<file path="config.mk">
export PLATFORM = sky130hd
export DESIGN_NAME = fetch_queue
export DESIGN_NICKNAME = d
export VERILOG_FILES = /design/src/rtl/fetch_queue.sv
export SDC_FILE = /design/constraint.sdc
export NUM_CORES = 1
export LEC_CHECK = 0
export CELL_PAD_IN_SITES_DETAIL_PLACEMENT = 0
export CELL_PAD_IN_SITES_GLOBAL_PLACEMENT = 1
export CORE_ASPECT_RATIO = 2
export CORE_UTILIZATION = 45
export CTS_BUF_LIST = sky130_fd_sc_hd__clkbuf_2
export DETAILED_ROUTE_END_ITERATION = 10
export HOLD_SLACK_MARGIN = 0.05
export PLACE_DENSITY_LB_ADDON = 0.12
export SLEW_MARGIN = 20
export SYNTH_ARGS = -nofsm -noshare
export SYNTH_HDL_FRONTEND = slang
export SYNTH_SLANG_ARGS = --single-unit
</file>
<file path="constraint.sdc">
create_clock -name clk -period 3.7 [get_ports clk]
set_input_delay 0.555 -clock clk [delete_from_list [all_inputs] [get_ports clk]]
set_output_delay 0.555 -clock clk [all_outputs]
set_load 0.005 [all_outputs]
</file>
<file path="src/rtl/fetch_queue.sv">
// Instruction fetch queue: circular buffer of {pc, instr} entries between a
// combinational instruction memory and the decode stage, with redirect flush.
module fetch_queue #(
  parameter int                 DATA_W   = 32,
  parameter int                 ADDR_W   = 32,
  parameter int                 DEPTH    = 4,
  parameter logic [ADDR_W-1:0]  RESET_PC = '0
) (
  input  logic                     clk,
  input  logic                     reset,
  output logic [ADDR_W-1:0]        imem_addr,
  input  logic [DATA_W-1:0]        imem_rdata,
  input  logic                     redirect,
  input  logic [ADDR_W-1:0]        redirect_pc,
  input  logic                     stall_d,
  output logic                     out_valid,
  output logic [DATA_W-1:0]        out_instr,
  output logic [ADDR_W-1:0]        out_pc,
  output logic [ADDR_W-1:0]        out_pcplus4,
  output logic [$clog2(DEPTH):0]   count,
  output logic                     full,
  output logic                     empty
);

  localparam int PTR_W = $clog2(DEPTH);
  localparam int CNT_W = PTR_W + 1;

  logic [ADDR_W-1:0] fetch_pc_q, fetch_pc_d;
  logic [PTR_W-1:0]  wr_ptr_q, wr_ptr_d;
  logic [PTR_W-1:0]  rd_ptr_q, rd_ptr_d;
  logic [CNT_W-1:0]  count_q, count_d;

  // Entry storage is deliberately left unreset; it is only visible when non-empty.
  logic [ADDR_W-1:0] entry_pc_q    [DEPTH];
  logic [DATA_W-1:0] entry_instr_q [DEPTH];

  logic full_c, empty_c, pop, push;

  always_comb begin
    full_c  = (count_q == CNT_W'(DEPTH));
    empty_c = (count_q == '0);
    pop     = ~empty_c & ~stall_d & ~redirect;
    push    = (~full_c | pop) & ~redirect;
  end

  always_comb begin
    fetch_pc_d = fetch_pc_q;
    wr_ptr_d   = wr_ptr_q;
    rd_ptr_d   = rd_ptr_q;
    count_d    = count_q;
    if (redirect) begin
      fetch_pc_d = redirect_pc;
      wr_ptr_d   = '0;
      rd_ptr_d   = '0;
      count_d    = '0;
    end else begin
      if (push) begin
        wr_ptr_d   = wr_ptr_q + PTR_W'(1);
        fetch_pc_d = fetch_pc_q + ADDR_W'(4);
      end
      if (pop) begin
        rd_ptr_d = rd_ptr_q + PTR_W'(1);
      end
      case ({push, pop})
        2'b10:   count_d = count_q + CNT_W'(1);
        2'b01:   count_d = count_q - CNT_W'(1);
        default: count_d = count_q;
      endcase
    end
  end

  always_ff @(posedge clk or negedge reset) begin
    if (!reset) begin
      fetch_pc_q <= RESET_PC;
      wr_ptr_q   <= '0;
      rd_ptr_q   <= '0;
      count_q    <= '0;
    end else begin
      fetch_pc_q <= fetch_pc_d;
      wr_ptr_q   <= wr_ptr_d;
      rd_ptr_q   <= rd_ptr_d;
      count_q    <= count_d;
    end
  end

  always_ff @(posedge clk) begin
    if (push) begin
      entry_pc_q[wr_ptr_q]    <= fetch_pc_q;
      entry_instr_q[wr_ptr_q] <= imem_rdata;
    end
  end

  always_comb begin
    imem_addr   = fetch_pc_q;
    count       = count_q;
    full        = full_c;
    empty       = empty_c;
    out_valid   = ~empty_c;
    out_instr   = empty_c ? '0 : entry_instr_q[rd_ptr_q];
    out_pc      = empty_c ? '0 : entry_pc_q[rd_ptr_q];
    out_pcplus4 = out_pc + ADDR_W'(4);
  end

endmodule

</file>
# Yosys cells after proc, flatten, opt, wreduce, memory -nomap -nowiden
# Memories as Yosys holds them, arrays and structs flattened.
# Cells that the tools add are included.
classes:
  n_bitwise: 8
  n_reduce_logical: 4
  n_addsub: 6
  n_eq_ne: 3
  n_mux: 12
ops:
  columns: ["cell", "count"]
  rows:
  - ["$mux W32", 4]
  - ["$add A32 B3 Y32 const B", 2]
  - ["$mux W2", 4]
  - ["$pmux W3 S2", 1]
  - ["$add A2 B1 Y2 const B", 2]
  - ["$not A1 Y1", 4]
  - ["$reduce_bool A2 Y1", 2]
  - ["$add A3 B1 Y3 const B", 1]
  - ["$and A1 B1 Y1", 3]
  - ["$eq A3 B3 Y1 const B", 1]
  - ["$logic_not A3 Y1", 1]
  - ["$mux W3", 1]
  - ["$reduce_bool A3 Y1", 1]
  - ["$sub A3 B1 Y3 const B", 1]
  - ["$eq A2 B1 Y1 const B", 1]
  - ["$eq A2 B2 Y1 const B", 1]
  - ["$mux W1", 2]
  - ["$or A1 B1 Y1", 1]
totals:
  elab_cells: 39
  ramBits: 256
  regBits: 39
  out_inout_bits: 134
  mem_count: 2
  inputBits: 68
memory_table:
  columns: ["memory", "words", "width", "rd", "rd_ports_with_merged_regs", "write_ports", "line_no", "rtl"]
  rows:
  - ["entry_instr_q", 4, 32, 1, 0, 1, "35", "logic [DATA_W-1:0] entry_instr_q [DEPTH];"]
  - ["entry_pc_q", 4, 32, 1, 0, 1, "34", "logic [ADDR_W-1:0] entry_pc_q [DEPTH];"]

# Depth between registers and ports, before layout
depth:
  depth_word: 9
  mapped_depth: 15

# Least setup slack after synthesis
# No wires, ideal clock.
synth_timing:
  path_kind: "flip-flop to output port"
  from: "register count_q[0] (netlist: count[0])"
  to: "output port out_pcplus4[24]"
  arrival_ps: 2995
  setup_slack_ps: 150
  path_stages_with_launch: 16
  t_required_ps: 3145
  cell_sequence: "dfrtp_1 -> inv_1 -> ha_1 -> nand2b_1 -> buf_2 -> buf_2 -> clkbuf_1 -> clkbuf_1 -> and2_1 -> ha_1 -> nand2_1 -> nor2_1 -> o221ai_2 -> nor4b_4 -> nand4_1 -> xnor2_1"
synth_between:
  elab_chain_len: 3
synth_rtl:
  columns: ["element", "line_no", "rtl"]
  rows:
  - ["start, declared", "31", "logic [CNT_W-1:0] count_q, count_d;"]
  - ["start signal, assigned", "82", "count_q <= count_d;"]
  - ["$logic_not A3 Y1", "41", "empty_c = (count_q == '0);"]
  - ["$mux W32", "100", "out_pc = empty_c ? '0 : entry_pc_q[rd_ptr_q];"]
  - ["via out_pc[3]", "18", "output logic [ADDR_W-1:0] out_pc,"]
  - ["$add A32 B3 Y32", "101", "out_pcplus4 = out_pc + ADDR_W'(4);"]
  - ["end, declared", "19", "output logic [ADDR_W-1:0] out_pcplus4,"]
# The timed path passes the listed nets, and every way through them passes these cells.

# Final worst setup path
layout_timing:
  from: "register rd_ptr_q[1]"
  to: "output port out_pcplus4[30]"
layout_between:
  elab_chain_len: 3
layout_rtl:
  columns: ["element", "line_no", "rtl"]
  rows:
  - ["start, declared", "30", "logic [PTR_W-1:0] rd_ptr_q, rd_ptr_d;"]
  - ["start signal, assigned", "81", "rd_ptr_q <= rd_ptr_d;"]
  - ["$mem_v2 Z4 W32", null, null]
  - ["$mux W32", "100", null]
  - ["$add A32 B3 Y32", "101", null]
# Every way passes these cells.

==> results.md <==
- Antenna Nets Post-Route: 0
- Largest net degree at the start of global routing: 67
- Worst vdd ir: 0.000394 V
- Startpoint class of the critical path: flip-flop
- Yosys top cell by area: edfxtp_1
- Synth-to-Final Area Change: 35.7%
- Final Cycle Share: 108%
- Fin. Hold Viols: 0
- Core Box Area: 0.0278 mm^2
- Final setup fails: 30
- Syn Nets: 868
- Clock Pin Slew Worst Setup and Hold Paths: 0.12 ns
- Sequential share of power: 37.9%
- Library cells used by synthesis: 56
- Multi-input gate area: 0.00423 mm^2
- Number of vias per cell: 5.25
- Yosys Warn Count: 0
- Post-DR wirelength/cell: 20.4 um
- Vias in the first global route: 8512
- Setup ws final: -0.286 ns
- Starting density of the core: 46.0%
- Initial antenna violation count: 1
- Die width: 121 um
- Layout cells sized above 1: 32.7%
- Max transition margin: 45.1%
- Io pins: 202
- Max frequency: 0.251 GHz
- Clock buffer count from CTS: 61
- Register bit total from synthesis: 295
- First-pass GRT wire length: 46.9 mm
- # H-tree levels: 2
- Layout Skew: 0.0447 ns
- Clock share of power: 19.2%
- Tmin final: 3.99 ns
- Syn avg cell area: 16.1 um^2
- Dpl cell area: 0.0154 mm^2
- # fillers: 2169
- Cells after Synth: 792
- Worst min path class: primary input to flip-flop
- Port bufs: 201
- Reg area: 0.00867 mm^2
- Tot Pwr: 10.9 mW
- Final #Nets: 1221
- Gr usage total: 21.8%
- Design Area, Final: 0.0173 mm^2
- CTS Buffer Depth: 3
- Worst slew pin tran: 0.823 ns
- Post-DP HPWL: 19.9 mm
- Clock latency on the worst-skew pair: 0.90 ns
- Net Sw Power: 3.44 mW
- Std cell rows: 86
- CTS sink cnt: 295
- PD cells: 628 mW/mm^2
- Max cap viols: 0
- RSZ-0062 raised after global routing: yes
- Iter 0 DRT Violations: 299
- Root Buffer: clkbuf_2
- Die ar.: 0.0291 mm^2
- Leak pwr: 6.44 nW
- CP Capture Type: output port
- Post-synth top flop: edfxtp_1
- Post-synth top area share: 60.2%
- EDFF count, synth: 256
- TritonRoute pass-1 iters: 5
- Violated checks: setup timing
- Vias: 8122
- Internal power: 7.44 mW
- CP Data Arrival Time: 3.43 ns
- Run status: complete, but fails checks
- Switch share: 31.6%
- WP data required: 3.14 ns
- Largest cells by area after synthesis: edfxtp_1, dfrtp_1, mux4_2
- CTS tree: built
- Most frequent cells in the layout: edfxtp_1, clkdlybuf4s50_1, clkbuf_2
- Logic pwr share: 42.9%
- GR Overflow Total: 0
- Most common cell after layout, fill and taps aside: edfxtp_1
- Final GP Congestion: 0.791
- Total Wirelength: 31.6 mm
- Async S/R FF share, synth: 13.2%
- Register area share after synthesis: 67.8%
- Pins Over Slew Limit: 0
- Die span in y: 240 um
- Syn Std Cell Area: 0.0128 mm^2
- CP Max Fanout: 5
- Crit path kind: flip-flop to output port
- DRC: 0
## metrics by stage
| stage | TNS, ns | instances | hold WS [ns] | setup WS [ns] | utilization (%) |
|---|---|---|---|---|---|
| 2_1_floorplan | 0 | 792 | 0.259 | 0.150 | - |
| 3_3_place_gp | 0 | 1346 | 0.536 | 0.0330 | 55.5 |
| 3_5_place_dp | 0 | 1346 | 0.542 | 0.0114 | 55.5 |
| 4_1_cts | -5.76 | 1516 | 0.130 | -0.359 | 61.0 |
| 5_1_grt | -10.52 | 1548 | 0.136 | -0.492 | 62.5 |
| 6_report | -4.24 | 1548 | 0.195 | -0.286 | 62.5 |
## critical path: stages (launching register included)
cell      delay [ns]
dfrtp_4         0.53
buf_8           0.15
mux4_2          0.22
and2_4          0.16
ha_4            0.15
and3_4          0.18
o221ai_4        0.14
nor4b_4         0.33
buf_6           0.15
buf_8           0.12
nand4_1         0.10
xnor2_1         0.16
buf_2           0.13
## power groups by stage
stage          clock network [mW]  logic, mW  registers, mW
2_1_floorplan                   0       1.81           4.15
3_3_place_gp                    0       3.86           4.19
3_5_place_dp                    0       3.86           4.20
4_1_cts                      2.15       4.46           4.12
5_1_grt                      2.30       4.98           4.16
6_report                     2.09       4.67           4.12
## what timing repair did
action / in CTS / in global routing
pin swaps: 41 / 38
hold buffers: 2 / 0
endpoints found under the hold margin: 36 / 0
gates cloned: 6 / 1
gates resized for setup: 200 / 59
setup buffers: 49 / 31
endpoints found under the setup margin: 55 / 49
## cell usage after synthesis, types with 2 or more instances
library cell	n
o22ai_1	3
nor3_1	11
xnor2_1	32
nor2_1	35
and4_1	3
o21ai_0	34
ha_1	8
inv_1	17
mux2_2	7
nand2_1	67
buf_4	8
xor2_1	28
mux4_1	13
dfrtp_1	39
and3_1	8
nor4_2	3
and2_1	57
buf_6	2
nor2b_1	2
o211ai_1	2
edfxtp_1	256
mux4_2	43
clkbuf_1	18
a211oi_1	2
mux2i_1	14
buf_2	11
a21oi_1	3
nand3_1	26
nand4_1	13
## final timing paths
| check | startpoint | end | slack, ns | cells past startpoint |
|---|---|---|---|---|
| worst max-delay path | rd_ptr_q[1]$_DFFE_PN0P_ | out_pcplus4[30] | -0.29 | 12 |
| worst min-delay path | redirect_pc[23] | imem_addr[23]$_DFFE_PN0P_ | 0.19 | 3 |
| worst max register to register | count[0]$_DFFE_PN0P_ | entry_instr_q[3][11]$_DFFE_PP_ | 0.92 | 9 |
| worst min register to register | imem_addr[1]$_DFFE_PN0P_ | entry_pc_q[0][1]$_DFFE_PP_ | 0.56 | 0 |
| max in group asynchronous | reset | rd_ptr_q[1]$_DFFE_PN0P_ | 2.82 | 2 |
| min in group asynchronous | reset | imem_addr[23]$_DFFE_PN0P_ | 0.26 | 2 |
## routing by layer
layer / wire length [um] / track usage, %
met1: 11100 / 23.5
met2: 17700 / 40.6
met3: 1360 / 3.37
met4: 1400 / 11.2
met5: 0 / 0
## area by class of cell
cell class	instances	area share [%]
antenna	1	0.0144
clock buffer	78	2.25
clock inverter	35	1.41
inverter	18	0.433
multi-input combinational	439	24.4
sequential	295	50.0
tap	352	2.54
timing repair buffer	330	18.9
## registers in the layout (all words and copies together), names as in the netlist
name / count
rd_ptr_q: 2
imem_addr: 32
wr_ptr_q: 2
count: 3
entry_pc_q: 128
entry_instr_q: 128
## cell families (layout without fill, tap and decap cells)
kind of cell / after synthesis / count (layout) / synth area share (%)
XOR/XNOR: 60 / 60 / 4.11
AO/OA/AOI/OAI: 54 / 54 / 2.73
AND/OR/NAND/NOR: 240 / 240 / 10.3
adder cells (fa/ha/maj): 8 / 8 / 0.783
flip-flops: 295 / 295 / 67.8
buffers and inverters: 58 / 461 / 2.29
multiplexers: 77 / 77 / 12.0
other: 0 / 1 / 0
No activity file was read; power rests on OpenSTA's default activity.
